==> config.mk <==
export PLATFORM = sky130hd
export DESIGN_NAME = ng_crg_bank
export DESIGN_NICKNAME = d
export VERILOG_FILES = /design/src/rtl/ng_crg_bank.sv
export SDC_FILE = /design/constraint.sdc
export NUM_CORES = 1
export LEC_CHECK = 0
export ABC_AREA = 1
export CORE_ASPECT_RATIO = 1.25
export CORE_UTILIZATION = 49
export CTS_CLUSTER_DIAMETER = 50
export CTS_CLUSTER_SIZE = 40
export DETAILED_ROUTE_END_ITERATION = 6
export MAX_ROUTING_LAYER = met4
export PLACE_DENSITY = 0.85
export SETUP_SLACK_MARGIN = 0.2
export SYNTH_ARGS = -nofsm -noshare
export SYNTH_HDL_FRONTEND = slang
export SYNTH_SLANG_ARGS = --single-unit
==> constraint.sdc <==
create_clock -name CLK2 -period 1.8 [get_ports CLK2]
set_input_delay 0.36 -clock CLK2 [delete_from_list [all_inputs] [get_ports CLK2]]
set_output_delay 0.36 -clock CLK2 [all_outputs]
set_load 0.02 [all_outputs]
==> src/rtl/ng_crg_bank.sv <==
`default_nettype none
// +--------------------------------------------------------------------------------+
// | ng_crg_bank: central register bank (A, Q, Z, LP, general) with an A:LP shifter. |
// | The shift engine is present only when CRG_SHIFT_ENGINE_EN is defined. Rev 1.0  |
// +--------------------------------------------------------------------------------+
module ng_crg_bank #(
  parameter int WIDTH = 16,
  parameter int NREG  = 8,
  parameter int CNTW  = 5,
  localparam int AW   = $clog2(NREG)
) (
  input  logic                  CLK2,
  input  logic                  GENRST,
  input  logic                  WR_EN,
  input  logic [AW-1:0]         WR_ADDR,
  input  logic                  WALP,
  input  logic                  WLP,
  input  logic [WIDTH-1:0]      WRITE_BUS,
  input  logic                  SH_REQ,
  input  logic [CNTW-1:0]       SH_CNT,
  output logic [NREG*WIDTH-1:0] REG_BUS,
  output logic                  BUSY,
  output logic                  DONE,
  output logic                  CONFLICT
);

  localparam int IDX_A  = 0;
  localparam int IDX_LP = 3;

  logic [WIDTH-1:0] regs_q [NREG];
  logic [WIDTH-1:0] regs_d [NREG];
  logic             busy_w;

  logic             wr_a_ok_w;
  logic             wr_lp_ok_w;
  logic             walp_ok_w;
  logic [WIDTH-1:0] bus_a_form_w;
  logic [WIDTH-1:0] bus_lp_form_w;
  logic [WIDTH-1:0] step_a_w;
  logic [WIDTH-1:0] step_lp_w;

  // A and LP are owned by the shifter while it runs; their writes are only honoured when idle.
  assign wr_a_ok_w  = WR_EN && (WR_ADDR == AW'(IDX_A)) && !busy_w;
  assign wr_lp_ok_w = ((WR_EN && (WR_ADDR == AW'(IDX_LP))) || WLP) && !busy_w;
  assign walp_ok_w  = WALP && !busy_w;

  assign bus_a_form_w  = {WRITE_BUS[WIDTH-1], WRITE_BUS[WIDTH-1], WRITE_BUS[WIDTH-2:1]};
  assign bus_lp_form_w = {WRITE_BUS[0], WRITE_BUS[0], walp_ok_w & WRITE_BUS[0],
                          WRITE_BUS[WIDTH-3:1]};

  assign step_a_w  = {regs_q[IDX_A][WIDTH-1], regs_q[IDX_A][WIDTH-1], regs_q[IDX_A][WIDTH-2:1]};
  assign step_lp_w = {regs_q[IDX_A][0], regs_q[IDX_A][0], regs_q[IDX_A][0],
                      regs_q[IDX_LP][WIDTH-3:1]};

  always_comb begin
    for (int i = 0; i < NREG; i++) begin
      regs_d[i] = regs_q[i];
      if (WR_EN && (WR_ADDR == AW'(i)) && (i != IDX_A) && (i != IDX_LP)) begin
        regs_d[i] = WRITE_BUS;
      end
    end
    if (busy_w) begin
      regs_d[IDX_A]  = step_a_w;
      regs_d[IDX_LP] = step_lp_w;
    end else begin
      if (wr_a_ok_w) begin
        regs_d[IDX_A] = WRITE_BUS;
      end else if (walp_ok_w) begin
        regs_d[IDX_A] = bus_a_form_w;
      end
      if (wr_lp_ok_w) begin
        regs_d[IDX_LP] = bus_lp_form_w;
      end else if (walp_ok_w) begin
        regs_d[IDX_LP][WIDTH-3] = WRITE_BUS[0];
      end
    end
  end

  always_ff @(posedge CLK2) begin
    for (int i = 0; i < NREG; i++) begin
      if (GENRST) begin
        regs_q[i] <= '0;
      end else begin
        regs_q[i] <= regs_d[i];
      end
    end
  end

  for (genvar g = 0; g < NREG; g++) begin : g_pack
    assign REG_BUS[g*WIDTH +: WIDTH] = regs_q[g];
  end

`ifdef CRG_SHIFT_ENGINE_EN
  typedef enum logic [0:0] {
    S_IDLE  = 1'b0,
    S_SHIFT = 1'b1
  } state_t;

  state_t          state_q, state_d;
  logic [CNTW-1:0] cnt_q, cnt_d;
  logic            done_q, done_d;
  logic            conflict_q, conflict_d;

  always_ff @(posedge CLK2) begin
    if (GENRST) begin
      state_q    <= S_IDLE;
      cnt_q      <= '0;
      done_q     <= 1'b0;
      conflict_q <= 1'b0;
    end else begin
      state_q    <= state_d;
      cnt_q      <= cnt_d;
      done_q     <= done_d;
      conflict_q <= conflict_d;
    end
  end

  always_comb begin
    state_d    = state_q;
    cnt_d      = cnt_q;
    done_d     = 1'b0;
    conflict_d = 1'b0;
    case (state_q)
      S_IDLE: begin
        if (SH_REQ) begin
          if (SH_CNT == '0) begin
            done_d = 1'b1;
          end else begin
            state_d = S_SHIFT;
            cnt_d   = SH_CNT;
          end
        end
      end
      S_SHIFT: begin
        conflict_d = (WR_EN && ((WR_ADDR == AW'(IDX_A)) || (WR_ADDR == AW'(IDX_LP))))
                     || WALP || WLP;
        cnt_d = cnt_q - CNTW'(1);
        if (cnt_q == CNTW'(1)) begin
          state_d = S_IDLE;
          done_d  = 1'b1;
        end
      end
      default: state_d = S_IDLE;
    endcase
  end

  assign busy_w   = (state_q == S_SHIFT);
  assign BUSY     = busy_w;
  assign DONE     = done_q;
  assign CONFLICT = conflict_q;
`else
  logic unused_sh_w;

  assign unused_sh_w = ^{SH_REQ, SH_CNT};
  assign busy_w      = 1'b0;
  assign BUSY        = 1'b0;
  assign DONE        = 1'b0;
  assign CONFLICT    = 1'b0;
`endif

endmodule
`default_nettype wire

==> impl_metrics.toml, run 1 <==
[run_status]
status = "finished clean"

[worst_hold_path]
hp-start = "regs_q[1][4]$_SDFFE_PP0P_"
holdCritPathClass = "reg2reg"
hold_depth = 2
min_to = "regs_q[1][4]$_SDFFE_PP0P_"

[synth]
avgSynthCellArea_um2 = 7.55
yosysUniqueCellTypes = 23
syn_inst = 641
synth_seq_area_share_pct = 52.5
synth_area_um2 = 4840
ys_ff_latch = 127
yosys_warnings = 0

[job]
maxCapViolCount = 0

[route]
drt_wl_total_mm = 14.9
vias = 4982
drtAntennaViolNets = 0
first_iter_violations = 299
wire_per_inst_um = 15.9
first_pass_iters = 5
vias_per_cell = 5.29
drcViolationCount = 0

[pwr]
ir_drop_mv = 0.685
leakagePower_uw = 0.00356
p_per_area_nw_per_um2 = 1010
total_power_uw = 7100

[final_layout]
final_area_um2 = 7020
final_nets = 834
drive_gt1_share_pct = 10.4
largest_reg_flops = 127
most-common-layout-cells = "189 x nor2_1, 128 x dlygate4sd2_1, 127 x dfxtp_1, 69 x o21ai_0, 64 x nand2_1"
area.sequential_um2 = 2540
syn_to_final_growth_pct = 45.2
top_register = "regs_q"
multiInputGateArea_um2 = 1990
fillerInstances = 762
layout_commonest_cell = "nor2_1"
diodes = 0
top_regs = "regs_q (127)"

[clocking]
cts_resized = 128
cts_buffers = 17
cts_hold_buffers = 0
clockBufferDepth = 2
cts_tree = "yes"
cts_sinks = 127
post_cts_buffers = 0
clk_pin_slew_ns = 0.05
root_buffer = "clkbuf_16"
htree_levels = 4
worstSkewPairLatency_ns = 0.41

[floorplan]
die_w_um = 90.9
die_h_um = 113
io-pin-count = 161
core-area_um2 = 9610
core.rowCount = 40
die_area_um2 = 10300
initial_core_util_pct = 50.4

[grt]
grt_pass1_vias = 4700
grt_overflow_total = 0
met2_usage_pct = 50.8
grt_pass1_wl_mm = 23.5
grt_usage_pct = 30.7
antenna_found_initial = 0
grtUsageMet1_pct = 34.6
busiest_layer = "met2"
use_met3_pct = 6.38
grt_max_degree = 58

[placement]
gp_congestion = 0.855
hpwl_mm = 10.2
place_area_um2 = 6620
port_buffers = 151

[sta]
tightestPinTransition_ns = 0.516
slew_violations = 0
clock_skew_ns = 0
post-route-period-util_pct = 84.1
period_minus_slack_ns = 1.51
max_freq_mhz = 661
holdWs_ns = 0.471
rsz0062_at_grt = "no"
final_hold_viol_count = 0
finalSetupViolCount = 0
relSlewSlack_pct = 65.5

[worst_setup_path]
r2r_start = "regs_q[0][62]$_SDFFE_PP0P_"
critPathKind = "reg2out"
reg2reg_depth = 3
critical_path_buf_inv_count = 1
cp_slowest_cell = "dfxtp_1"
critPathTopFamily = "flip-flops"
cp.arrival_ns = 1.15
start_kind = "flip-flop"
cpPeakStageDelay_ns = 0.37
cp.required_ns = 1.44
worstSetupEndpointType = "output port"
critPathMaxFanout = 3
path_cells = "dlygate4sd2_1"
reg2reg_setup_slack_ns = 1.06
worstReg2RegEnd = "regs_q[0][62]$_SDFFE_PP0P_"
[per-layer routing]
layer	wire [um]	part of all wire, %	vias up
met2	7500	50	227
li1	-	-	2384
met4	647	4.3	0
met3	838	5.6	54
met5	0	0	-
met1	5960	40	2317
[synthesized netlist by cell type]
| master | number | share of area, % |
|---|---|---|
| a21oi_1 | 32 | 3.3 |
| a21oi_2 | 1 | 0.18 |
| buf_1 | 2 | 0.16 |
| buf_2 | 20 | 2.1 |
| buf_4 | 8 | 1.2 |
| clkbuf_1 | 13 | 1.0 |
| clkinv_1 | 1 | 0.078 |
| conb_1 | 1 | 0.078 |
| dfxtp_1 | 127 | 53 |
| inv_1 | 17 | 1.3 |
| inv_2 | 11 | 0.85 |
| nand2_1 | 64 | 5.0 |
| nand2_2 | 4 | 0.52 |
| nand2_4 | 1 | 0.23 |
| nand3_1 | 32 | 3.3 |
| nand3_2 | 1 | 0.21 |
| nand3b_1 | 14 | 2.2 |
| nor2_1 | 189 | 15 |
| nor2_2 | 2 | 0.26 |
| nor2_4 | 3 | 0.70 |
| nor3_1 | 1 | 0.10 |
| o21ai_0 | 69 | 7.1 |
| o21ai_1 | 28 | 2.9 |
[layout make-up]
class	count	share of cell area (%)
multi-input combinational	444	28.3
inverter	29	1.55
clock inverter	6	0.820
clock buffer	24	7.14
timing repair buffer	185	23.8
sequential	127	36.2
tap	126	2.24
[through the flow]
| stage | setup slack, ns | TNS (ns) | instances | util (%) |
|---|---|---|---|---|
| 2_1_floorplan | 0.575 | 0 | 643 | - |
| 3_3_place_gp | -0.0602 | -0.780 | 911 | 68.9 |
| 3_5_place_dp | -0.138 | -1.98 | 911 | 68.9 |
| 4_1_cts | 0.264 | 0 | 941 | 73.0 |
| 5_1_grt | 0.224 | 0 | 941 | 73.1 |
| 6_report | 0.287 | 0 | 941 | 73.1 |
[report_power, final]
part           switching (uW)  internal [uW]
Combinational             547            325
Clock                    1170           2050
Sequential               63.6           2940
[cell families (layout without fill, tap and decap cells)]
group / after synthesis / count (layout) / share of synthesized area (%)
AO/OA/AOI/OAI: 130 / 130 / 13.5
buffers and inverters: 72 / 244 / 6.72
flip-flops: 127 / 127 / 52.5
other: 1 / 3 / 0.0775
AND/OR/NAND/NOR: 311 / 311 / 27.1
[how the worst max path moves through the flow]
stage,start,to,slack [ns],cells past startpoint
floorplan,GENRST,regs_q[0][52]$_SDFFE_PP0P_,0.57,6
global placement,WR_ADDR[1],regs_q[0][56]$_SDFFE_PP0P_,-0.06,6
detailed placement,WR_ADDR[1],regs_q[0][53]$_SDFFE_PP0P_,-0.14,6
CTS,WR_ADDR[1],regs_q[0][51]$_SDFFE_PP0P_,0.26,6
global route,WR_EN,regs_q[0][58]$_SDFFE_PP0P_,0.22,8
finish,regs_q[0][62]$_SDFFE_PP0P_,REG_BUS[63],0.29,1
Note: power is estimated with default switching activity, not from simulation.
==> run 2: changes to the inputs <==
--- a/config.mk
+++ b/config.mk
@@ -7,12 +7,12 @@
 export LEC_CHECK = 0
 export ABC_AREA = 1
 export CORE_ASPECT_RATIO = 1.25
-export CORE_UTILIZATION = 49
+export CORE_UTILIZATION = 46
 export CTS_CLUSTER_DIAMETER = 50
 export CTS_CLUSTER_SIZE = 40
 export DETAILED_ROUTE_END_ITERATION = 6
 export MAX_ROUTING_LAYER = met4
-export PLACE_DENSITY = 0.85
+export PLACE_DENSITY = 0.8
 export SETUP_SLACK_MARGIN = 0.2
 export SYNTH_ARGS = -nofsm -noshare
 export SYNTH_HDL_FRONTEND = slang
==> constraint.sdc (replaced) <==
create_clock -name CLK2 -period 1.5 [get_ports CLK2]
set_input_delay 0.3 -clock CLK2 [delete_from_list [all_inputs] [get_ports CLK2]]
set_output_delay 0.3 -clock CLK2 [all_outputs]
set_load 0.02 [all_outputs]
==> run 2 against run 1 <==
Worst hold slack got worse by 0.016 ns. Wire length grew 5.9%. Sequential share of layout area up 1.2 points. Power increased by 31%. Critical path type unchanged. Design area decreased by 3.2%. Via count is 1.1% higher. Sequential power increased by 20%. Critical endpoint is now REG_BUS[10]. Clock power up 43%.
==> impl_metrics.toml, run 2 (synthesized netlist as in run 1, its figures left out) <==
[placement]
dp.cells = 919
gp_congestion = 0.893
hpwl_mm = 10.6
place_area_um2 = 6680
port_buffers = 151
place_ws_ns = -0.395

[grt]
grt_usage_pct = 30.6
grt_overflow_total = 0
grt_pass1_vias = 4751
antenna_found_initial = 0
grt_pass1_wl_mm = 24.5
grt_max_degree = 59

[sta]
clock_skew_ns = 0
tns_ns = 0
period_minus_slack_ns = 1.29
holdWs_ns = 0.455
rsz0062_at_grt = "no"
timing.final.ws_setup_ns = 0.212
finalSetupViolCount = 0
slew_violations = 0
post-route-period-util_pct = 85.8
max_freq_mhz = 777
final_hold_viol_count = 0

[route]
drt_wl_total_mm = 15.8
drcViolationCount = 0
vias = 5036
drtAntennaViolNets = 0
wire_per_inst_um = 16.6
vias_per_cell = 5.29
first_iter_violations = 337
first_pass_iters = 6

[final_layout]
final_nets = 840
layout_commonest_cell = "nor2_1"
largest_reg_flops = 127
stdcell_count = 952
drive_gt1_share_pct = 27.6
final_area_um2 = 6800
top_regs = "regs_q (127)"
most-common-layout-cells = "187 x nor2_1, 128 x buf_2, 127 x dfxtp_1, 69 x o21ai_0, 63 x nand2_1"
syn_to_final_growth_pct = 40.5
diodes = 0
top_register = "regs_q"

[pwr]
leakagePower_uw = 0.00339
p_sw_uw = 2210
p_int_uw = 7060
clkPwrFrac_pct = 49.8
ir_drop_mv = 0.771
p_per_area_nw_per_um2 = 1360
p_seq_share_pct = 38.9
swShare_pct = 23.9
power_frac_comb_pct = 11.3

[clocking]
clockBufferDepth = 2
clk_pin_slew_ns = 0.06
cts_sinks = 127
htree_levels = 4
cts_buffers = 17
cts_tree = "yes"
worstSkewPairLatency_ns = 0.41
root_buffer = "clkbuf_16"

[floorplan]
initial_core_util_pct = 47.6
die_h_um = 117
core.rowCount = 41
core-area_um2 = 10200
die_area_um2 = 10900
die_w_um = 93.7
io-pin-count = 161

[job]
maxCapViolCount = 0

[worst_setup_path]
cp.required_ns = 1.20
cpPeakStageDelay_ns = 0.38
path_cells = "buf_2"
critical_path_buf_inv_count = 1
critPathMaxFanout = 2
worstSetupEndpointType = "output port"
critPathTopFamily = "flip-flops"
start_kind = "flip-flop"
cp_slowest_cell = "dfxtp_1"
critPathKind = "reg2out"
cp.arrival_ns = 0.99

[worst_hold_path]
holdCritPathClass = "in2reg"

[run_status]
status = "finished clean"
[run 2: changes by cell type in the layout (fill, tap and decap cells not counted), moves of 2 or more]
cell / previous run / this run
buf_2: 0 / 128
inv_2: 11 / 7
buf_12: 5 / 8
inv_4: 0 / 2
clkbuf_1: 2 / 0
nor2_1: 189 / 187
bufinv_16: 1 / 5
inv_6: 0 / 2
dlymetal6s2s_1: 0 / 3
dlygate4sd2_1: 128 / 1
nand2_4: 1 / 3
buf_6: 0 / 2
clkdlybuf4s50_1: 23 / 19
[run 2: layout make-up]
cell class | instances | area (um2)
fillers | 833 | 3360
flip-flops and latches | 127 | 2540
multi-input cells | 444 | 2010
repair buffers | 191 | 1280
clock buffers | 22 | 494
clock inverters | 10 | 180
well taps | 129 | 161
inverters | 29 | 124
[run 2: repair_timing]
action,in CTS,in global routing
pin swaps,2,0
gates resized for setup,521,16
hold buffers,0,0
setup endpoints to repair,190,100
buffers inserted,1,0
[run 2: power groups by stage]
stage	clock network [uW]	registers [uW]	logic (uW)
after floorplan	0	3840	391
after global placement	0	3680	1130
after detailed placement	0	3680	1150
after CTS	4630	3610	1040
after global routing	4810	3620	1130
final	4620	3610	1050
[run 2: final timing paths]
kind / depth (start not counted) / start / to / slack, ns
setup / recovery: 1 / regs_q[0][10]$_SDFFE_PP0P_ / REG_BUS[10] / 0.21
hold / removal: 5 / WR_EN / regs_q[1][63]$_SDFFE_PP0P_ / 0.46
setup reg to reg: 2 / regs_q[1][39]$_SDFFE_PP0P_ / regs_q[1][39]$_SDFFE_PP0P_ / 0.75
hold reg to reg: 2 / regs_q[1][12]$_SDFFE_PP0P_ / regs_q[1][12]$_SDFFE_PP0P_ / 0.48
[run 2: metrics by stage]
stage / utilization (%) / total power [uW]
2_1_floorplan: - / 4230
4_1_cts: 66.8 / 9280
3_3_place_gp: 65.8 / 4800
3_5_place_dp: 65.8 / 4830
5_1_grt: 66.9 / 9560
6_report: 66.9 / 9270
[run 2: routing by layer]
metal  part of all wire (%)  global-route usage [%]  up-vias
li1                       -                       -     2394
met1                     39                    35.3     2313
met2                     49                    49.4      271
met3                    6.7                    5.53       58
met4                    4.6                    18.7        0
met5                      0                       -        -
